## src/rtl/video_stream_timing_gen.sv

```systemverilog
// Raster timing generator: sync/de pulses and pixel pull from frame memory.
// Starts and stops on frame boundaries; counts frames and flags underflow.
module video_stream_timing_gen #(
  parameter int DATA_WIDTH = 24,
  parameter int HRES       = 320,
  parameter int VRES       = 240,
  parameter int HSYNC      = 4,
  parameter int HBP        = 8,
  parameter int HFP        = 8,
  parameter int VSYNC      = 2,
  parameter int VBP        = 4,
  parameter int VFP        = 4
) (
  input  logic                  clk,
  input  logic                  rst,
  input  logic                  i_en,
  input  logic                  i_pix_valid,
  input  logic [DATA_WIDTH-1:0] i_pix_data,
  output logic                  o_pix_ready,
  output logic                  o_vsync,
  output logic                  o_hsync,
  output logic                  o_de,
  output logic [DATA_WIDTH-1:0] o_data,
  output logic [15:0]           o_frame_cnt,
  output logic                  o_underflow,
  output logic                  o_busy
);

  localparam int HTOT = HSYNC + HBP + HRES + HFP;
  localparam int VTOT = VSYNC + VBP + VRES + VFP;
  localparam int HW   = $clog2(HTOT);
  localparam int VW   = $clog2(VTOT);
  localparam int HA0  = HSYNC + HBP;
  localparam int HA1  = HA0 + HRES;
  localparam int VA0  = VSYNC + VBP;
  localparam int VA1  = VA0 + VRES;

  typedef enum logic [1:0] {
    S_IDLE = 2'd0,
    S_RUN  = 2'd1,
    S_STOP = 2'd2
  } state_t;

  state_t                r_state;
  logic [HW-1:0]         r_h;
  logic [VW-1:0]         r_v;
  logic [15:0]           r_frame_cnt;
  logic                  r_vsync;
  logic                  r_hsync;
  logic                  r_de;
  logic [DATA_WIDTH-1:0] r_data;
  logic                  r_underflow;

  logic w_on;
  logic w_h_last;
  logic w_v_last;
  logic w_frame_last;
  logic w_hsync;
  logic w_vsync;
  logic w_active;
  logic w_frame_start;

  assign w_on          = (r_state != S_IDLE);
  assign w_h_last      = (r_h == HW'(HTOT - 1));
  assign w_v_last      = (r_v == VW'(VTOT - 1));
  assign w_frame_last  = w_h_last && w_v_last;
  assign w_hsync       = (int'(r_h) < HSYNC);
  assign w_vsync       = (int'(r_v) < VSYNC);
  assign w_active      = (int'(r_h) >= HA0) && (int'(r_h) < HA1) &&
                         (int'(r_v) >= VA0) && (int'(r_v) < VA1);
  assign w_frame_start = (r_state == S_RUN) && (r_h == '0) && (r_v == '0);

  assign o_pix_ready = w_on && w_active;
  assign o_vsync     = r_vsync;
  assign o_hsync     = r_hsync;
  assign o_de        = r_de;
  assign o_data      = r_data;
  assign o_frame_cnt = r_frame_cnt;
  assign o_underflow = r_underflow;
  assign o_busy      = w_on;

  // Raster position: held at origin while idle, free-running otherwise
  always_ff @(posedge clk or posedge rst) begin
    if (rst) begin
      r_h <= '0;
      r_v <= '0;
    end else if (!w_on) begin
      r_h <= '0;
      r_v <= '0;
    end else if (w_h_last) begin
      r_h <= '0;
      r_v <= w_v_last ? '0 : r_v + VW'(1);
    end else begin
      r_h <= r_h + HW'(1);
    end
  end

  // Run/stop control on frame boundaries plus frame-start counter
  always_ff @(posedge clk or posedge rst) begin
    if (rst) begin
      r_state     <= S_IDLE;
      r_frame_cnt <= '0;
    end else begin
      unique case (r_state)
        S_IDLE: if (i_en) r_state <= S_RUN;
        S_RUN: begin
          if (!i_en) r_state <= w_frame_last ? S_IDLE : S_STOP;
        end
        S_STOP: begin
          if (i_en) r_state <= S_RUN;
          else if (w_frame_last) r_state <= S_IDLE;
        end
        default: r_state <= S_IDLE;
      endcase
      if (w_frame_start) r_frame_cnt <= r_frame_cnt + 16'd1;
    end
  end

  // Sync/de/data pipeline register and sticky underflow flag
  always_ff @(posedge clk or posedge rst) begin
    if (rst) begin
      r_vsync     <= 1'b0;
      r_hsync     <= 1'b0;
      r_de        <= 1'b0;
      r_data      <= '0;
      r_underflow <= 1'b0;
    end else begin
      r_vsync <= w_on && w_vsync;
      r_hsync <= w_on && w_hsync;
      r_de    <= o_pix_ready;
      r_data  <= (o_pix_ready && i_pix_valid) ? i_pix_data : '0;
      if (o_pix_ready && !i_pix_valid) r_underflow <= 1'b1;
    end
  end

endmodule

```

## config.mk

```make
export PLATFORM = sky130hd
export DESIGN_NAME = video_stream_timing_gen
export DESIGN_NICKNAME = d
export VERILOG_FILES = /design/src/rtl/video_stream_timing_gen.sv
export SDC_FILE = /design/constraint.sdc
export NUM_CORES = 1
export LEC_CHECK = 0
export ABC_CLOCK_PERIOD_IN_PS = 1630
export CORE_UTILIZATION = 30
export DETAILED_ROUTE_END_ITERATION = 7
export GPL_ROUTABILITY_DRIVEN = 0
export MAX_ROUTING_LAYER = met4
export PLACE_DENSITY_LB_ADDON = 0.08
export RECOVER_POWER = 50
export SYNTH_ARGS = -nofsm -noshare
export SYNTH_HDL_FRONTEND = slang
export SYNTH_SLANG_ARGS = --single-unit
```

## constraint.sdc

```tcl
create_clock -name clk -period 1.63 [get_ports clk]
set_input_delay 0.163 -clock clk [delete_from_list [all_inputs] [get_ports clk]]
set_output_delay 0.163 -clock clk [all_outputs]
set_load 0.01 [all_outputs]
```

==> flow_summary.json, run 1 <==
{
  "end_kind": "primary output",
  "start_util_pct": 30.7,
  "ys.flop_type": "dfrtp_1",
  "yosysMostFrequentCell": "dfrtp_1",
  "first_pass_iters": 4,
  "vias": 2639,
  "area_delta_synth_final_pct": 79.8,
  "synth_cells": 274,
  "final_layout_size_suffix_gt1_share_pct": 45.2,
  "place_area_um2": 4280,
  "cts_max_level": 3,
  "synth_top_area_cell": "dfrtp_1",
  "holdPathStages": 3,
  "io_buffers": 73,
  "die_y_um": 102,
  "required_ps": 1470,
  "maxSlewViolCount": 0,
  "dp_hpwl_um": 5130,
  "cp-start-kind": "register",
  "clk_latency_ps": 350,
  "antenna_found_initial": 0,
  "final_hold_viol_count": 0,
  "synthDominantCellAreaShare_pct": 52.8,
  "coreArea_um2": 9730,
  "synth_seq_cells": 63,
  "reg2reg_from": "r_v[2]",
  "worstRegToRegCells": 7,
  "violations": "negative setup slack",
  "grt_pass1_wl_um": 12400,
  "relSlewSlack_pct": 41.2,
  "grt_max_degree": 64,
  "timing.final.ws_setup_ps": -357,
  "setup_viol": 59,
  "hp-class": "in2reg",
  "clockBufferDepth": 2,
  "synth_common_cells": "63 x dfrtp_1, 40 x nand2_1, 19 x nor3_2",
  "vias_per_cell": 4.64,
  "cts_sinks": 63,
  "ioPinCount": 74,
  "crit_fanout": 2,
  "netlist-cell-type-count": 43,
  "die_area_um2": 10400,
  "wl_um": 8290,
  "yosys_warnings": 0,
  "hold_buffers": 0,
  "wl_met2_um": 4180,
  "skew_ps": 15.8,
  "synth_area_leaders": "dfrtp_1 53%, nor3_2 6.4%, nand2_1 5.0%, xnor2_1 3.2%, xor2_1 3.2%",
  "place_ws_ps": -430,
  "clk_pin_slew_ps": 70,
  "worstHoldStart": "i_pix_data[1]",
  "nets": 465,
  "cpMaxStageDelayCell": "dfrtp_1",
  "routed-wl-met3_um": 421,
  "grt_pass1_vias": 2509,
  "critPathArrivalTime_ps": 1820,
  "max_cap_violations": 0,
  "holdPathEnd": "o_data[1]",
  "postLayoutCellArea_um2": 5370,
  "drt-met1-wl_um": 3600,
  "synth-edff-count": 0,
  "cts_root_buf": "clkbuf_8",
  "reg2reg_to": "o_underflow",
  "cp_slowest_stage_delay_ps": 400,
  "ff2ff_setup_slack_ps": -330,
  "insertedDiodeCount": 0,
  "cts_made_buffers": 9,
  "detail-route-antenna-nets": 0,
  "outcome": "finished, violations left",
  "worst_pin_slew_ps": 882,
  "grt_overflow": 0,
  "die_w_um": 102,
  "avgRoutedWirePerCell_um": 14.6,
  "peakVddDrop_mv": 0.438,
  "fmax_ghz": 0.503,
  "crit_type": "reg2out",
  "power_mw": 4.48,
  "rsz0062_at_grt": "yes",
  "avgSynthCellArea_um2": 10.9,
  "dr.first_iter.drc_count": 53,
  "fin_tns_setup_ps": -11350,
  "pwr_density_cell_nw_per_um2": 835,
  "syn-num-nets": 308,
  "cp_cell_sequence": "a21oi_2 -> mux2_4 -> a221o_1 -> nor2_4 -> buf_6",
  "track_usage_pct": 16.3,
  "top_layer": "met4",
  "drcViolationCount": 0,
  "post-route-period-util_pct": 122,
  "async_flop_share_pct": 100,
  "period_needed_ps": 1990,
  "hold_ws_ps": 363,
  "synth_seq_area_share_pct": 52.8,
  "leakagePower_nw": 2.38,
  "num_rows": 36,
  "synth_area_um2": 2990,
  "cts_tree": "built"
}
flip-flops by register name (all words and copies together) (netlist names):
register	flops
o_de	1
o_vsync	1
r_h	9
o_underflow	1
o_frame_cnt	16
r_state	2
r_v	8
o_hsync	1
o_data	24
critical path, delay by kind of cell, from the launching register on:
family,cells,cell delay [ps]
compound gates,2,540
buf+inv,1,110
flops,1,400
mux,1,320
simple gates,1,120
per-layer routing:
metal  global-route usage [%]  up-vias
met1                     20.4     1298
li1                         -     1268
met4                     4.35        0
met3                     4.69        9
met5                        -        -
met2                     25.6       64
cells by family after synthesis:
family / after synthesis / share of synthesized area (%)
muxes: 2 / 0.754
and+or+nand+nor: 134 / 27.1
xor gates and xnor gates: 22 / 6.45
AOI/OAI and AO/OA: 24 / 5.78
DFF: 63 / 52.8
adders and majority gates: 6 / 2.51
buffers and inverters: 23 / 4.61
how the worst max path moves through the flow:
stage	depth (start not counted)	end	slack, ps	startpoint
2_1_floorplan	7	o_pix_ready	-110	r_h[2]
3_3_place_gp	5	o_pix_ready	-410	r_h[3]
3_5_place_dp	5	o_pix_ready	-430	r_v[1]
4_1_cts	5	o_pix_ready	-360	r_v[2]
5_1_grt	5	o_pix_ready	-430	r_h[4]
6_report	5	o_pix_ready	-360	r_v[2]
placed cells by master (no fill, tap or decap), types with 4 or more instances in the layout:
master           instances
xor2_1                  11
buf_4                   53
nand3_4                  4
and3_1                   4
clkdlybuf4s50_1         70
a21oi_2                  8
nor4_4                   5
nand2_1                 38
nor2_1                   4
nand3_1                  7
clkbuf_8                10
clkinvlp_4               4
nor3_2                  13
dfrtp_1                 63
and4_1                   5
nand3_2                  4
xnor2_1                  8
buf_6                   26
nor2_4                   9
inv_1                    7
nor3_4                  16
report_power, final:
group / internal (mW) / total (mW) / switching (mW)
combinational: 0.631 / 1.18 / 0.548
sequential: 1.66 / 1.73 / 0.0705
clock: 0.911 / 1.58 / 0.665
total: 3.20 / 4.48 / 1.28
metrics by stage:
stage,util [%],cells
final,55.2,569
after global routing,55.2,569
after CTS,50.0,551
after detailed placement,44.0,523
after global placement,44.0,523
after floorplan,-,274
area by class of cell:
cell class                 count  area, um2
tap                          133        166
fill                         865       4360
timing repair buffer         159       1560
clock inverter                 6       92.6
multi-input combinational    188       1790
inverter                      10       47.5
clock buffer                  10        138
sequential                    63       1580
repair_timing:
item	4_1_cts	5_1_grt
cloned	0	3
setup endpoints to repair	60	61
gates resized for setup	61	80
endpoints found under the hold margin	0	0
pin swaps	32	27
buffers inserted	12	20
(Power assumes the default switching activity.)
==> run 2, diff against run 1 <==
--- a/config.mk
+++ b/config.mk
@@ -7,6 +7,7 @@
 export LEC_CHECK = 0
 export ABC_CLOCK_PERIOD_IN_PS = 1630
 export CORE_UTILIZATION = 30
+export CTS_CLUSTER_SIZE = 40
 export DETAILED_ROUTE_END_ITERATION = 7
 export GPL_ROUTABILITY_DRIVEN = 0
 export MAX_ROUTING_LAYER = met4
==> results of run 2 <==
Final layout, timing and power as in run 1 (identical DEF).
==> run 3, diff against run 2 <==
--- a/config.mk
+++ b/config.mk
@@ -10,6 +10,7 @@
 export CTS_CLUSTER_SIZE = 40
 export DETAILED_ROUTE_END_ITERATION = 7
 export GPL_ROUTABILITY_DRIVEN = 0
+export HOLD_SLACK_MARGIN = 0.15
 export MAX_ROUTING_LAYER = met4
 export PLACE_DENSITY_LB_ADDON = 0.08
 export RECOVER_POWER = 50
==> results of run 3 <==
Final layout, timing and power as in run 1 (identical DEF).
